--- src/rtl/snitch_barrier_handshake.sv ---
// snitch_barrier_handshake
//   Per-core front end to the cluster hardware barrier. Each core enters the
//   barrier over a valid/ready request channel. The block emits a one-cycle
//   arrival pulse for that core, then holds the core until the barrier's
//   one-cycle release pulse. It then returns a valid/ready response.
//   Every output is decoded from registered state only.
//
// Parameters
//   NrCores       number of cores (must be >= 1)
//   WaitCntWidth  width of the per-core wait-cycle counter
//
// Ports
//   clk_i          clock
//   rst_i          asynchronous, active-high reset
//   req_valid_i    [NrCores]   core i requests barrier entry
//   req_ready_o    [NrCores]   core i request accepted (core idle)
//   rsp_valid_o    [NrCores]   barrier passed, response pending for core i
//   rsp_ready_i    [NrCores]   core i consumes response
//   arrive_o       [NrCores]   one-cycle arrival pulse to the barrier
//   release_i                  one-cycle release pulse from the barrier
//   episode_o      [16]        completed barrier episodes (wraps)
//   wait_cycles_o  [NrCores*WaitCntWidth] per-core wait time of last episode
//
// Optional feature macro: SNITCH_BARRIER_PERF_EN
//   Defined  : per-core saturating wait counters drive wait_cycles_o.
//   Undefined: wait_cycles_o is tied to zero and no counter flops exist.

module snitch_barrier_handshake #(
    parameter int unsigned NrCores      = 1,
    parameter int unsigned WaitCntWidth = 32
) (
    input  logic                            clk_i,
    input  logic                            rst_i,
    input  logic [NrCores-1:0]              req_valid_i,
    output logic [NrCores-1:0]              req_ready_o,
    output logic [NrCores-1:0]              rsp_valid_o,
    input  logic [NrCores-1:0]              rsp_ready_i,
    output logic [NrCores-1:0]              arrive_o,
    input  logic                            release_i,
    output logic [15:0]                     episode_o,
    output logic [NrCores*WaitCntWidth-1:0] wait_cycles_o
);

    typedef enum logic [1:0] {
        IDLE,
        ARRIVE,
        WAIT,
        RESP
    } state_e;

    state_e state_q [NrCores];
    state_e state_d [NrCores];

    // State register
    always_ff @(posedge clk_i or posedge rst_i) begin
        if (rst_i) begin
            for (int unsigned i = 0; i < NrCores; i++) begin
                state_q[i] <= IDLE;
            end
        end else begin
            state_q <= state_d;
        end
    end

    // Next-state logic, one independent FSM per core
    always_comb begin
        for (int unsigned i = 0; i < NrCores; i++) begin
            state_d[i] = state_q[i];
            unique case (state_q[i])
                IDLE:    if (req_valid_i[i]) state_d[i] = ARRIVE;
                ARRIVE:  state_d[i] = WAIT;
                WAIT:    if (release_i) state_d[i] = RESP;
                RESP:    if (rsp_ready_i[i]) state_d[i] = IDLE;
                default: state_d[i] = IDLE;
            endcase
        end
    end

    // Output decode from registered state only
    always_comb begin
        req_ready_o = '0;
        rsp_valid_o = '0;
        arrive_o    = '0;
        for (int unsigned i = 0; i < NrCores; i++) begin
            req_ready_o[i] = (state_q[i] == IDLE);
            arrive_o[i]    = (state_q[i] == ARRIVE);
            rsp_valid_o[i] = (state_q[i] == RESP);
        end
    end

    // Episode counter: every release pulse completes one episode
    always_ff @(posedge clk_i or posedge rst_i) begin
        if (rst_i) begin
            episode_o <= '0;
        end else if (release_i) begin
            episode_o <= episode_o + 16'd1;
        end
    end

`ifdef SNITCH_BARRIER_PERF_EN
    logic [WaitCntWidth-1:0]         cnt_q [NrCores];
    logic [NrCores*WaitCntWidth-1:0] wait_q;

    function automatic logic [WaitCntWidth-1:0] sat_inc(input logic [WaitCntWidth-1:0] v);
        return (&v) ? v : v + WaitCntWidth'(1);
    endfunction

    // The ARRIVE cycle preloads 1, so the latched value covers the cycles
    // from acceptance up to and including the release cycle.
    always_ff @(posedge clk_i or posedge rst_i) begin
        if (rst_i) begin
            for (int unsigned i = 0; i < NrCores; i++) begin
                cnt_q[i] <= '0;
            end
            wait_q <= '0;
        end else begin
            for (int unsigned i = 0; i < NrCores; i++) begin
                if (state_q[i] == ARRIVE) begin
                    cnt_q[i] <= WaitCntWidth'(1);
                end else if (state_q[i] == WAIT) begin
                    cnt_q[i] <= sat_inc(cnt_q[i]);
                    if (release_i) begin
                        wait_q[i*WaitCntWidth +: WaitCntWidth] <= sat_inc(cnt_q[i]);
                    end
                end
            end
        end
    end

    assign wait_cycles_o = wait_q;
`else
    assign wait_cycles_o = '0;
`endif

endmodule

--- config.mk ---
export PLATFORM = sky130hd
export DESIGN_NAME = snitch_barrier_handshake
export DESIGN_NICKNAME = d
export VERILOG_FILES = /design/src/rtl/snitch_barrier_handshake.sv
export SDC_FILE = /design/constraint.sdc
export NUM_CORES = 1
export LEC_CHECK = 0
export ABC_AREA = 1
export CORE_AREA = 2 2 58 60
export CTS_CLUSTER_SIZE = 40
export DETAILED_ROUTE_END_ITERATION = 10
export DIE_AREA = 0 0 60 62
export PLACE_DENSITY = 0.78
export SYNTH_ARGS = -nofsm -noshare
export SYNTH_HDL_FRONTEND = slang
export SYNTH_SLANG_ARGS = --single-unit
--- constraint.sdc ---
create_clock -name clk_i -period 1.55 [get_ports clk_i]
set_input_delay 0.2325 -clock clk_i [delete_from_list [all_inputs] [get_ports clk_i]]
set_output_delay 0.2325 -clock clk_i [all_outputs]
set_load 0.005 [all_outputs]
# After elaboration in Yosys (flattened, before gate mapping)
# Cells that the tools add are included.
[classes]
eq_ne = 6
n_mux = 4
add_sub_neg = 1
reduce_logical = 2
[ops]
columns = ["operator", "count"]
rows = [
  ["16-bit by 1-bit adder with 16-bit output, second input constant", 1],
  ["2-bit one-hot mux with 4 select lines", 1],
  ["2-bit 2-to-1 mux", 3],
  ["2-bit == test, second input constant", 2],
  ["2-bit != test, second input constant", 2],
  ["3-bit AND reduction", 1],
  ["2-bit by 1-bit == test with 1-bit output, second input constant", 1],
  ["2-bit logical NOT", 1],
  ["2-bit by 1-bit != test with 1-bit output, second input constant", 1],
]
[totals]
word_cells = 15
register_bits = 18
in_bits = 5
out_inout_bits = 51

# Longest topological paths before layout
[logic_depth]
depth_word = 3
mapped_depth = 8
mapped_depth_nobuf = 7

# Worst setup path after synthesis
# Ideal clock, no wire load.
[synth_timing]
path_type = "register to register"
start = "register episode_o[0]"
end = "register episode_o[12]"
path_stages_with_launch = 7
path_slack_ns = 0.359
synth_period_minus_slack_ns = 1.191
t_required_ns = 1.429
arrival_time_ns = 1.070
setup_time_ns = 0.121
n_path_buf = 0
cell_sequence = "dfrtp_1 -> ha_1 -> nand3_1 -> nor2_2 -> nand2_1 -> o21ai_0 -> nand2_1"
[synth_via]
elab_chain_len = 1
[synth_lines]
columns = ["element", "line", "text"]
rows = [
  ["from (decl)", "40", "output logic [15:0] episode_o,"],
  ["from (signal assigned)", "96", "episode_o <= episode_o + 16'd1;"],
  ["16-bit by 1-bit adder with 16-bit output", "96", ""],
]
# Every way passes these cells.
# A chain may end at the register's enable or synchronous reset.

# Worst setup path in the final report
[layout_timing]
start = "register episode_o[9]"
end = "output episode_o[9]"
# No word-level cell between the ends.

==> results.md <==
- Initial DRC count: 5
- Diodes inserted: 0
- Worst-skew pair later-pin latency: between 0.2 and 0.3 ns
- CTS H-Tree Depth: 1
- Die X-Extent: approximately 60 µm
- DRT Wirelength: ~2100 µm
- Finished Cell Area: approximately 1500 µm²
- WHS: 0.2374 ns
- Critical Path RT: approximately 1.3 ns
- CTS tree: yes
- Final setup viols: 0
- Sink Count: 18
- Main area contributors after synthesis: dfrtp_1 (36%), buf_4 (20%), nand2_1 (8.8%)
- Die area: 3720 µm²
- Worst Path Buf+Inv: 1
- WP data arrival: approximately 1.3 ns
- Largest net degree at the start of global routing: 19
- Worst Clk Skew: around 0.0053 ns
- Hold Crit Class: input pin to asynchronous set/reset pin
- 1st-pass router iterations: 6
- First-pass GRT wire length: roughly 3500 µm
- Final Hold Fails: 0
- CTS buffer count: 3
- Starting density of the core: 38.88%
- Antenna-violating nets left: 0
- Kind of cell adding the most delay to the critical path: buffers and inverters
- Sequential share of the synthesized area: 36.44%
- Warnings, synthesis: 0
- Clk slew on worst S/H paths: ~0.11 ns
- Post-DP HPWL: ~1600 µm
- Core area: about 3200 µm²
- Leak: 0.7769 nW
- Row count: 21
- Unrepaired setup endpoints after global routing: no
- Overall Global Routing Usage: around 12%
- Antenna violations before repair: 0
- Register area: ~450 µm²
- Setup crit start: episode_o[9]$_DFFE_PP0P_
- Multi-input combinational cell area: about 570 µm²
- DRC Markers: 0
- Critical path type: flip-flop to primary output
- Worst Setup Start Kind: flip-flop
- Syn Inst Count: approximately 150
- Seq cells post-synth: 18
- Nets: 192
- Top-count cell post-synth: buf_4
- Total power: around 1.7 mW
- Dpl cell area: ~1400 µm²
- Setup_tns: 0 ns
- Grt ovf: 0
- Synth async-reset ratio: 100.0%
- Crit path cell chain: clkdlybuf4s50_1
- Clock buffer depth: 2
- Outcome: finished clean
- Max IR drop VDD: ~0.69 mV
- Fin util: 45.85%
- Post-synth EDFFs: 0
- Highest Clock Rate: between 600 and 700 MHz
- Post-synth top flop: dfrtp_1
- Crit. End Element: primary output
- Synth Cell Area: around 1200 µm²
- DR WL/cell: 9.163 µm
- CTS Root Cell: clkbuf_4
- Area grow syn2layout: 17.92%
- Syn avg cell area: 8.080 µm²
- GP Congestion: between 0.7 and 0.8
- Layout Cells excl Fill: between 200 and 250
- I/O pin count: between 50 and 60
- Placed Cells incl. Taps: 222
- PwrDens: between 1000 and 1500 nW/µm²
- Post-synth top area share: roughly 36%
- Vias in the first global route: ~830
- Vias: slightly above 900
- Slowest CP cell: clkdlybuf4s50_1
- Final Cycle Share: 95.76%
- Share of post-route cells with drive strength above 1: between 10% and 20%
- Setup ws final: approximately 0.066 ns
- Final Slew Violations: 0
- FILL cells: ~320
- Most area-hungry cell type in the Yosys netlist: dfrtp_1
- CP max FO: 4
- Port buffer count: 23
- R2r startpoint: episode_o[0]$_DFFE_PP0P_
- Commonest cells in the netlist: buf_4 (33), nand2_1 (29), inv_1 (21), dfrtp_1 (18), nor2_1 (11)
- Via-per-instance ratio: 4.084
- Tmin final: about 1.5 ns
- Max-Cap Viols: 0
- Synth unique cells: 23
- Dpl ws: -0.02747 ns
- Die Y: slightly above 60 µm
- Largest stage delay, worst path: around 0.53 ns
[routing by layer]
metal | up-vias | share of wire [%] | global-route usage [%]
met2 | 37 | 48 | 21.43
met4 | 0 | 1.6 | 2.857
met5 | - | 0 | 0
met3 | 8 | 4.7 | 1.863
li1 | 462 | - | -
met1 | 420 | 45 | 15.34
[layout by cell type (no fill, tap or decap), drive strengths merged]
master,n
nand3b,1
dfrtp,18
nand4,4
nand3,5
xnor2,2
o211ai,1
ha,5
buf,3
o21ai,2
nor3,2
nand2,32
a21oi,1
inv,22
clkdlybuf4s50,19
nor2,15
xor2,7
o21bai,1
dlygate4sd2,2
dlymetal6s2s,1
o22a,1
clkbuf,4
clkdlybuf4s15,1
conb,32
[power by group]
group	switching (mW)	leakage (nW)	internal (mW)
Sequential	0.147	0.219	0.593
Combinational	0.314	0.537	0.375
Clock	0.149	0.0210	0.143
[cells by family after synthesis]
group | Yosys count | share of synthesized area, %
AND/OR/NAND/NOR | 59 | 21.96
buffers and inverters | 55 | 26.72
flip-flops | 18 | 36.44
XOR/XNOR | 9 | 6.377
AO/OA/AOI/OAI | 6 | 3.138
adder cells (fa/ha/maj) | 5 | 5.061
other | 1 | 0.3034
[registers in the layout, indices dropped and copies added, names as in the netlist]
name and flops:
episode_o 16, state_q 2
[worst min-delay path, delay by kind of cell]
| family | cells | cell delay [ns] |
|---|---|---|
| buffers and inverters | 3 | 0.68 |
[repair_timing]
item	CTS	global route
resized for setup	6	5
hold buffers	0	0
pin swaps	0	0
setup endpoints to repair	3	5
buffers inserted	1	0
[cell type report]
type / instances / share of cell area (%)
Clock buffer: 4 / 2.489
Inverter: 22 / 5.665
Multi-Input combinational cell: 111 / 39.40
Sequential cell: 18 / 31.16
Tap cell: 46 / 3.948
Timing Repair Buffer: 26 / 17.34
[path summary, 6_finish.rpt]
path	to	slack, ns	cells past startpoint
max reg2reg	episode_o[12]$_DFFE_PP0P_	0.25	6
max	episode_o[9]	0.07	1
min in group clk_i	episode_o[15]$_DFFE_PP0P_	0.51	2
min	episode_o[10]$_DFFE_PP0P_	0.24	3
min reg2reg	episode_o[15]$_DFFE_PP0P_	0.51	2
max in group asynchronous	episode_o[3]$_DFFE_PP0P_	1.10	3
Note: power is estimated with default switching activity, not from simulation.
